## config.mk

```make
export PLATFORM = sky130hd
export DESIGN_NAME = cpu_axi_bridge_flat
export DESIGN_NICKNAME = d
export VERILOG_FILES = /design/src/rtl/cpu_axi_bridge_if.sv /design/src/rtl/cpu_axi_bridge.sv /design/src/flat_wrapper.sv
export SDC_FILE = /design/constraint.sdc
export NUM_CORES = 1
export LEC_CHECK = 0
export ABC_AREA = 1
export BUFFER_PORTS_ARGS = -buffer_cell sky130_fd_sc_hd__buf_2
export CAP_MARGIN = 30
export CORE_AREA = 2 2 126 128
export CTS_BUF_LIST = sky130_fd_sc_hd__clkbuf_4
export DETAILED_ROUTE_END_ITERATION = 7
export DIE_AREA = 0 0 128 130
export GPL_TIMING_DRIVEN = 0
export HOLD_SLACK_MARGIN = 0.02
export PLACE_DENSITY = 0.85
export SLEW_MARGIN = 20
export SYNTH_ARGS = -nofsm -noshare
export SYNTH_HDL_FRONTEND = slang
export SYNTH_SLANG_ARGS = --single-unit
```

## constraint.sdc

```tcl
create_clock -name clk -period 3.5 [get_ports clk]
set_input_delay 0.175 -clock clk [delete_from_list [all_inputs] [get_ports clk]]
set_output_delay 0.175 -clock clk [all_outputs]
set_load 0.005 [all_outputs]
```

## src/rtl/cpu_axi_bridge_if.sv

```systemverilog
// Bundles the CPU-side SRAM-like request ports and the AXI channels used by
// the bridge. The master modport is the bridge's view; slave is the environment.
interface cpu_axi_bridge_if;
  logic        inst_req;
  logic [31:0] inst_addr;
  logic        inst_addr_ok;
  logic        inst_data_ok;
  logic [31:0] inst_rdata;

  logic        data_req;
  logic        data_wr;
  logic [3:0]  data_wstrb;
  logic [31:0] data_addr;
  logic [31:0] data_wdata;
  logic        data_addr_ok;
  logic        data_data_ok;
  logic [31:0] data_rdata;

  logic [3:0]  arid;
  logic [31:0] araddr;
  logic        arvalid;
  logic        arready;
  logic [31:0] rdata;
  logic        rvalid;
  logic        rready;
  logic [3:0]  awid;
  logic [31:0] awaddr;
  logic        awvalid;
  logic        awready;
  logic [31:0] wdata;
  logic [3:0]  wstrb;
  logic        wvalid;
  logic        wready;
  logic        bvalid;
  logic        bready;

  modport master (
    input  inst_req, inst_addr,
    output inst_addr_ok, inst_data_ok, inst_rdata,
    input  data_req, data_wr, data_wstrb, data_addr, data_wdata,
    output data_addr_ok, data_data_ok, data_rdata,
    output arid, araddr, arvalid,
    input  arready,
    input  rdata, rvalid,
    output rready,
    output awid, awaddr, awvalid,
    input  awready,
    output wdata, wstrb, wvalid,
    input  wready,
    input  bvalid,
    output bready
  );

  modport slave (
    output inst_req, inst_addr,
    input  inst_addr_ok, inst_data_ok, inst_rdata,
    output data_req, data_wr, data_wstrb, data_addr, data_wdata,
    input  data_addr_ok, data_data_ok, data_rdata,
    input  arid, araddr, arvalid,
    output arready,
    output rdata, rvalid,
    input  rready,
    input  awid, awaddr, awvalid,
    output awready,
    input  wdata, wstrb, wvalid,
    output wready,
    output bvalid,
    input  bready
  );
endinterface

```

## src/rtl/cpu_axi_bridge.sv

```systemverilog
// Bridges separate instruction/data CPU request ports onto a single AXI master
// with at most one transaction in flight; data requests win over instruction.
module cpu_axi_bridge #(
  parameter logic [3:0] INST_ID = 4'd0,
  parameter logic [3:0] DATA_ID = 4'd1
) (
  input logic              clk,
  input logic              resetn,
  cpu_axi_bridge_if.master bus
);

  typedef enum logic [2:0] {IDLE, AR, R, AW_W, B} state_t;

  state_t      state;
  state_t      next_state;

  logic [31:0] addr_q;
  logic [31:0] wdata_q;
  logic [3:0]  wstrb_q;
  logic        owner_data_q;
  logic        aw_done;
  logic        w_done;
  logic [31:0] inst_rdata_q;
  logic [31:0] data_rdata_q;
  logic        inst_ok_q;
  logic        data_ok_q;

  logic        accept_data;
  logic        accept_inst;
  logic        aw_hs;
  logic        w_hs;

  // Acceptance is gated by resetn so addr_ok stays low while reset is held.
  assign accept_data = resetn && (state == IDLE) && bus.data_req;
  assign accept_inst = resetn && (state == IDLE) && bus.inst_req && !bus.data_req;
  assign aw_hs       = (state == AW_W) && !aw_done && bus.awready;
  assign w_hs        = (state == AW_W) && !w_done && bus.wready;

  always_ff @(posedge clk or negedge resetn) begin
    if (!resetn) state <= IDLE;
    else         state <= next_state;
  end

  always_comb begin
    next_state       = state;
    bus.arvalid      = 1'b0;
    bus.rready       = 1'b0;
    bus.awvalid      = 1'b0;
    bus.wvalid       = 1'b0;
    bus.bready       = 1'b0;
    bus.data_addr_ok = accept_data;
    bus.inst_addr_ok = accept_inst;
    unique case (state)
      IDLE: begin
        if (accept_data)      next_state = bus.data_wr ? AW_W : AR;
        else if (accept_inst) next_state = AR;
      end
      AR: begin
        bus.arvalid = 1'b1;
        if (bus.arready) next_state = R;
      end
      R: begin
        bus.rready = 1'b1;
        if (bus.rvalid) next_state = IDLE;
      end
      AW_W: begin
        bus.awvalid = !aw_done;
        bus.wvalid  = !w_done;
        if ((aw_done || aw_hs) && (w_done || w_hs)) next_state = B;
      end
      B: begin
        bus.bready = 1'b1;
        if (bus.bvalid) next_state = IDLE;
      end
      default: next_state = IDLE;
    endcase
  end

  // Request capture; the read/write decision lives in the state itself.
  always_ff @(posedge clk or negedge resetn) begin
    if (!resetn) begin
      addr_q       <= '0;
      wdata_q      <= '0;
      wstrb_q      <= '0;
      owner_data_q <= 1'b0;
    end else if (accept_data) begin
      addr_q       <= bus.data_addr;
      wdata_q      <= bus.data_wdata;
      wstrb_q      <= bus.data_wstrb;
      owner_data_q <= 1'b1;
    end else if (accept_inst) begin
      addr_q       <= bus.inst_addr;
      owner_data_q <= 1'b0;
    end
  end

  // Write-channel progress; AW and W may complete in either order.
  always_ff @(posedge clk or negedge resetn) begin
    if (!resetn) begin
      aw_done <= 1'b0;
      w_done  <= 1'b0;
    end else if (state == IDLE) begin
      aw_done <= 1'b0;
      w_done  <= 1'b0;
    end else begin
      if (aw_hs) aw_done <= 1'b1;
      if (w_hs)  w_done  <= 1'b1;
    end
  end

  // Response capture and one-cycle data_ok pulses for the transaction owner.
  always_ff @(posedge clk or negedge resetn) begin
    if (!resetn) begin
      inst_rdata_q <= '0;
      data_rdata_q <= '0;
      inst_ok_q    <= 1'b0;
      data_ok_q    <= 1'b0;
    end else begin
      inst_ok_q <= 1'b0;
      data_ok_q <= 1'b0;
      if ((state == R) && bus.rvalid) begin
        if (owner_data_q) begin
          data_rdata_q <= bus.rdata;
          data_ok_q    <= 1'b1;
        end else begin
          inst_rdata_q <= bus.rdata;
          inst_ok_q    <= 1'b1;
        end
      end
      if ((state == B) && bus.bvalid) data_ok_q <= 1'b1;
    end
  end

  assign bus.arid         = owner_data_q ? DATA_ID : INST_ID;
  assign bus.araddr       = addr_q;
  assign bus.awid         = DATA_ID;
  assign bus.awaddr       = addr_q;
  assign bus.wdata        = wdata_q;
  assign bus.wstrb        = wstrb_q;
  assign bus.inst_rdata   = inst_rdata_q;
  assign bus.data_rdata   = data_rdata_q;
  assign bus.inst_data_ok = inst_ok_q;
  assign bus.data_data_ok = data_ok_q;

endmodule
```

## src/flat_wrapper.sv

```systemverilog
// flat-port wrapper written by rule: the top's interface ports become plain ports
module cpu_axi_bridge_flat 
#(
  parameter logic [3:0] INST_ID = 4'd0,
  parameter logic [3:0] DATA_ID = 4'd1
)
  (clk, resetn, bus_inst_req, bus_inst_addr, bus_inst_addr_ok, bus_inst_data_ok, bus_inst_rdata, bus_data_req, bus_data_wr, bus_data_wstrb, bus_data_addr, bus_data_wdata, bus_data_addr_ok, bus_data_data_ok, bus_data_rdata, bus_arid, bus_araddr, bus_arvalid, bus_arready, bus_rdata, bus_rvalid, bus_rready, bus_awid, bus_awaddr, bus_awvalid, bus_awready, bus_wdata, bus_wstrb, bus_wvalid, bus_wready, bus_bvalid, bus_bready);
  cpu_axi_bridge_if bus_i ();
  input logic clk;
  input logic resetn;
  input wire logic [$bits(bus_i.inst_req)-1:0] bus_inst_req;
  input wire logic [$bits(bus_i.inst_addr)-1:0] bus_inst_addr;
  output wire logic [$bits(bus_i.inst_addr_ok)-1:0] bus_inst_addr_ok;
  output wire logic [$bits(bus_i.inst_data_ok)-1:0] bus_inst_data_ok;
  output wire logic [$bits(bus_i.inst_rdata)-1:0] bus_inst_rdata;
  input wire logic [$bits(bus_i.data_req)-1:0] bus_data_req;
  input wire logic [$bits(bus_i.data_wr)-1:0] bus_data_wr;
  input wire logic [$bits(bus_i.data_wstrb)-1:0] bus_data_wstrb;
  input wire logic [$bits(bus_i.data_addr)-1:0] bus_data_addr;
  input wire logic [$bits(bus_i.data_wdata)-1:0] bus_data_wdata;
  output wire logic [$bits(bus_i.data_addr_ok)-1:0] bus_data_addr_ok;
  output wire logic [$bits(bus_i.data_data_ok)-1:0] bus_data_data_ok;
  output wire logic [$bits(bus_i.data_rdata)-1:0] bus_data_rdata;
  output wire logic [$bits(bus_i.arid)-1:0] bus_arid;
  output wire logic [$bits(bus_i.araddr)-1:0] bus_araddr;
  output wire logic [$bits(bus_i.arvalid)-1:0] bus_arvalid;
  input wire logic [$bits(bus_i.arready)-1:0] bus_arready;
  input wire logic [$bits(bus_i.rdata)-1:0] bus_rdata;
  input wire logic [$bits(bus_i.rvalid)-1:0] bus_rvalid;
  output wire logic [$bits(bus_i.rready)-1:0] bus_rready;
  output wire logic [$bits(bus_i.awid)-1:0] bus_awid;
  output wire logic [$bits(bus_i.awaddr)-1:0] bus_awaddr;
  output wire logic [$bits(bus_i.awvalid)-1:0] bus_awvalid;
  input wire logic [$bits(bus_i.awready)-1:0] bus_awready;
  output wire logic [$bits(bus_i.wdata)-1:0] bus_wdata;
  output wire logic [$bits(bus_i.wstrb)-1:0] bus_wstrb;
  output wire logic [$bits(bus_i.wvalid)-1:0] bus_wvalid;
  input wire logic [$bits(bus_i.wready)-1:0] bus_wready;
  input wire logic [$bits(bus_i.bvalid)-1:0] bus_bvalid;
  output wire logic [$bits(bus_i.bready)-1:0] bus_bready;
  assign bus_i.inst_req = bus_inst_req;
  assign bus_i.inst_addr = bus_inst_addr;
  assign bus_inst_addr_ok = bus_i.inst_addr_ok;
  assign bus_inst_data_ok = bus_i.inst_data_ok;
  assign bus_inst_rdata = bus_i.inst_rdata;
  assign bus_i.data_req = bus_data_req;
  assign bus_i.data_wr = bus_data_wr;
  assign bus_i.data_wstrb = bus_data_wstrb;
  assign bus_i.data_addr = bus_data_addr;
  assign bus_i.data_wdata = bus_data_wdata;
  assign bus_data_addr_ok = bus_i.data_addr_ok;
  assign bus_data_data_ok = bus_i.data_data_ok;
  assign bus_data_rdata = bus_i.data_rdata;
  assign bus_arid = bus_i.arid;
  assign bus_araddr = bus_i.araddr;
  assign bus_arvalid = bus_i.arvalid;
  assign bus_i.arready = bus_arready;
  assign bus_i.rdata = bus_rdata;
  assign bus_i.rvalid = bus_rvalid;
  assign bus_rready = bus_i.rready;
  assign bus_awid = bus_i.awid;
  assign bus_awaddr = bus_i.awaddr;
  assign bus_awvalid = bus_i.awvalid;
  assign bus_i.awready = bus_awready;
  assign bus_wdata = bus_i.wdata;
  assign bus_wstrb = bus_i.wstrb;
  assign bus_wvalid = bus_i.wvalid;
  assign bus_i.wready = bus_wready;
  assign bus_i.bvalid = bus_bvalid;
  assign bus_bready = bus_i.bready;
  cpu_axi_bridge #(.INST_ID(INST_ID), .DATA_ID(DATA_ID)) u_core (.clk(clk), .resetn(resetn), .bus(bus_i));
endmodule
```

==> impl_metrics.tcl <==
set metrics [dict create \
    final.setup.worst_slack_ps 864 \
    hold_slack_ps 84.5 \
    layout_min_cycle_time_ps 2640 \
    rsz0062_at_grt "false" \
    synth_area_leaders "dfrtp_1 55%, nand2_1 15%, o21ai_2 6.2%, buf_4 5.3%, inv_1 4.6%" \
    end_kind "flop" \
    port_buffers 315 \
    mostFrequentLayoutCells "320 x buf_2, 250 x nand2_1, 140 x dfrtp_1, 138 x dlygate4sd3_1, 78 x inv_1" \
    syn_avg_cell_area_sq_um 9.05 \
    synth_top_family_by_area "simple AND/OR/NAND/NOR gates" \
    ys_ff_latch 140 \
    synth_xor_area_share_pct 0 \
    pwr-share-comb_pct 45.1 \
    wl_mm 21.7 \
    synthSimpleGateAreaFrac_pct 17.3 \
    synthCells 703 \
    top_layer "met4" \
    dp.cells 1216 \
    synth_top_area_cell "dfrtp_1" \
    power_density_nw_per_um2 725 \
    wl_per_cell_um 15.6 \
    p_clk_share_pct 14.6 \
    final_common_cell "buf_2" \
    drt_iter0_drc 310 \
    slew_viol_final 0 \
    cts_tree "yes" \
    start_util_pct 41.3 \
    die_w_um 128 \
    met2_length_mm 11.0 \
    cts_resized 0 \
    grt_pass1_wl_mm 33.4 \
    vias 6598 \
    drive_above_1_share_pct 39.8 \
    synth-compound-area-share_pct 13.1 \
    ys_warn_count 0 \
    status "completed" \
    critPathMaxFanout 73 \
    max_freq_ghz 0.379 \
    track_usage_pct 25.9 \
    ir_drop_mv 0.413 \
    post-route-period-util_pct 75.3 \
    hpwl_mm 13.4 \
    start_kind "input pin" \
    clkSinkCount 140 \
    gp_congestion 0.872 \
    drc 0 \
    synth_top_area_share_pct 55.0 \
    wl_met1_mm 8.33 \
    worstPathRequired_ps 3930 \
    vias_per_cell 4.76 \
    synth_fa_ha_area_share_pct 0 \
    clock_skew_ps 13.6 \
    place_worst_setup_slack_ps 1320 \
    finalHoldViolCount 0 \
    min_path_type "input pin to flop" \
    cts_root_buffer "clkbuf_4" \
    detail-route-antenna-nets 0 \
    worst_pin_slew_ps 560 \
    first_pass_iters 5 \
    relSlewSlack_pct 62.7 \
    synth_area_sq_um 6360 \
    layout.cells.non_filler 1387 \
    yosysUniqueCellTypes 24 \
    cap_viol_max_count 0 \
    finalSetupViolations 0 \
    nets 1323 \
    clock_latency_ps 540 \
    grt-ovfl-total 0 \
    h-tree-depth 4 \
    power.share.switching_pct 37.7 \
    synth.yosys.seq_area_share_pct 55.0 \
    antenna_found_initial 1 \
    internal_power_w 0.00447 \
    coreArea_sq_um 15400 \
    synthMuxAreaShare_pct 0 \
    fp-row-count 46 \
    cts_max_path_buffers 2 \
    die_area_sq_um 16600 \
    p_leak_nw 5.60 \
    wl_met3_mm 1.61 \
    clk_pin_slew_worst_paths_ps 120 \
    die_h_um 130 \
    grt_pass1_vias 6788 \
    cp.arrival_ps 3070 \
    area_growth_pct 55.6 \
    crit_type "input pin to flop" \
    grt_max_degree 74 \
    seq_power_share_pct 40.3 \
    ios 323 \
    cts_buffers 17 \
    switching_power_w 0.00270 \
]
==> cells in the mapped netlist <==
master	n
buf_2	6
clkbuf_1	2
nand3_1	3
o21ai_0	28
nand4_2	1
nand3_2	2
nor2_4	1
nand3_4	1
buf_6	21
o21ai_1	56
clkbuf_2	1
buf_4	45
inv_2	3
o21ai_2	45
nor3_1	1
nand2_2	2
conb_1	2
nor2_1	5
dfrtp_1	140
nand4_1	5
a21oi_1	4
nor3_4	1
nand2_1	250
inv_1	78
==> path summary, 6_finish.rpt <==
kind | cells past startpoint | end | startpoint | slack, ps
worst min-delay path | 5 | u_core.state[1]$_DFFE_PN0P_ | bus_data_req | 80
worst min register to register | 2 | u_core.bus.data_rdata[29]$_DFFE_PN0P_ | u_core.bus.data_rdata[29]$_DFFE_PN0P_ | 490
min in group asynchronous | 2 | u_core.bus.inst_rdata[6]$_DFFE_PN0P_ | resetn | 140
max in group asynchronous | 3 | u_core.bus.araddr[27]$_DFFE_PN0P_ | resetn | 2620
worst max register to register | 7 | u_core.bus.araddr[7]$_DFFE_PN0P_ | u_core.state[0]$_DFFE_PN0P_ | 1250
worst max-delay path | 9 | u_core.bus.araddr[7]$_DFFE_PN0P_ | resetn | 860
==> timing repair <==
| item | CTS | global route |
|---|---|---|
| setup buffers | 0 | 0 |
| endpoints found under the setup margin | 0 | 0 |
| endpoints found under the hold margin | 220 | 0 |
| hold buffers | 138 | 0 |
==> critical path, cell delays in order <==
cell and delay, ps:
dlygate4sd3_1 560, buf_8 410, buf_16 360, nand4_2 240, buf_6 210, clkbuf_2 200, o21ai_1 170, dlygate4sd3_1 590
nand2_1 50
==> routing by layer <==
| layer | vias to the layer above | GRT usage, % |
|---|---|---|
| li1 | 3095 | - |
| met1 | 3102 | 29.4 |
| met2 | 346 | 45.4 |
| met3 | 55 | 6.81 |
| met4 | 0 | 12.9 |
| met5 | - | 0 |
==> through the flow <==
stage	utilization, %	area (sq um)	total power [W]	TNS (ps)
3_5_place_dp	53.4	8240	0.00583	0
5_1_grt	64.2	9900	0.00770	0
2_1_floorplan	-	6380	0.00440	0
6_report	64.2	9900	0.00718	0
4_1_cts	64.2	9900	0.00711	0
3_3_place_gp	53.2	8200	0.00572	-32060
==> flip-flops by register name, summed over array words and instances, names as in the netlist, 3 cells and up <==
name	flops
u_core.bus.araddr	32
u_core.bus.data_rdata	32
u_core.bus.inst_rdata	32
u_core.bus.wdata	32
u_core.bus.wstrb	4
u_core.state	3
==> area by class of cell <==
| type | instances | area [sq um] |
|---|---|---|
| plain buffers | 75 | 617 |
| fillers | 1133 | 5520 |
| clock buffers | 18 | 135 |
| repair buffers | 454 | 3000 |
| flip-flops and latches | 140 | 3500 |
| clock inverters | 14 | 144 |
| multi-input cells | 412 | 1960 |
| diodes | 1 | 2.50 |
| well taps | 192 | 240 |
| inverters | 81 | 304 |
==> logic make-up (layout without fill, tap and decap cells) <==
kind of cell | count (synthesis) | after routing
simple gates | 272 | 272
flops | 140 | 140
buf+inv | 156 | 642
other cells | 2 | 8
compound gates | 133 | 133
==> power by group through the flow <==
stage,Sequential (W),Clock [W],Combinational (W)
after global placement,0.00286,0,0.00286
after CTS,0.00285,0.00108,0.00317
after global routing,0.00297,0.00114,0.00359
after detailed placement,0.00287,0,0.00296
after floorplan,0.00289,0,0.00151
final,0.00289,0.00105,0.00323
No activity file was read; power rests on OpenSTA's default activity.
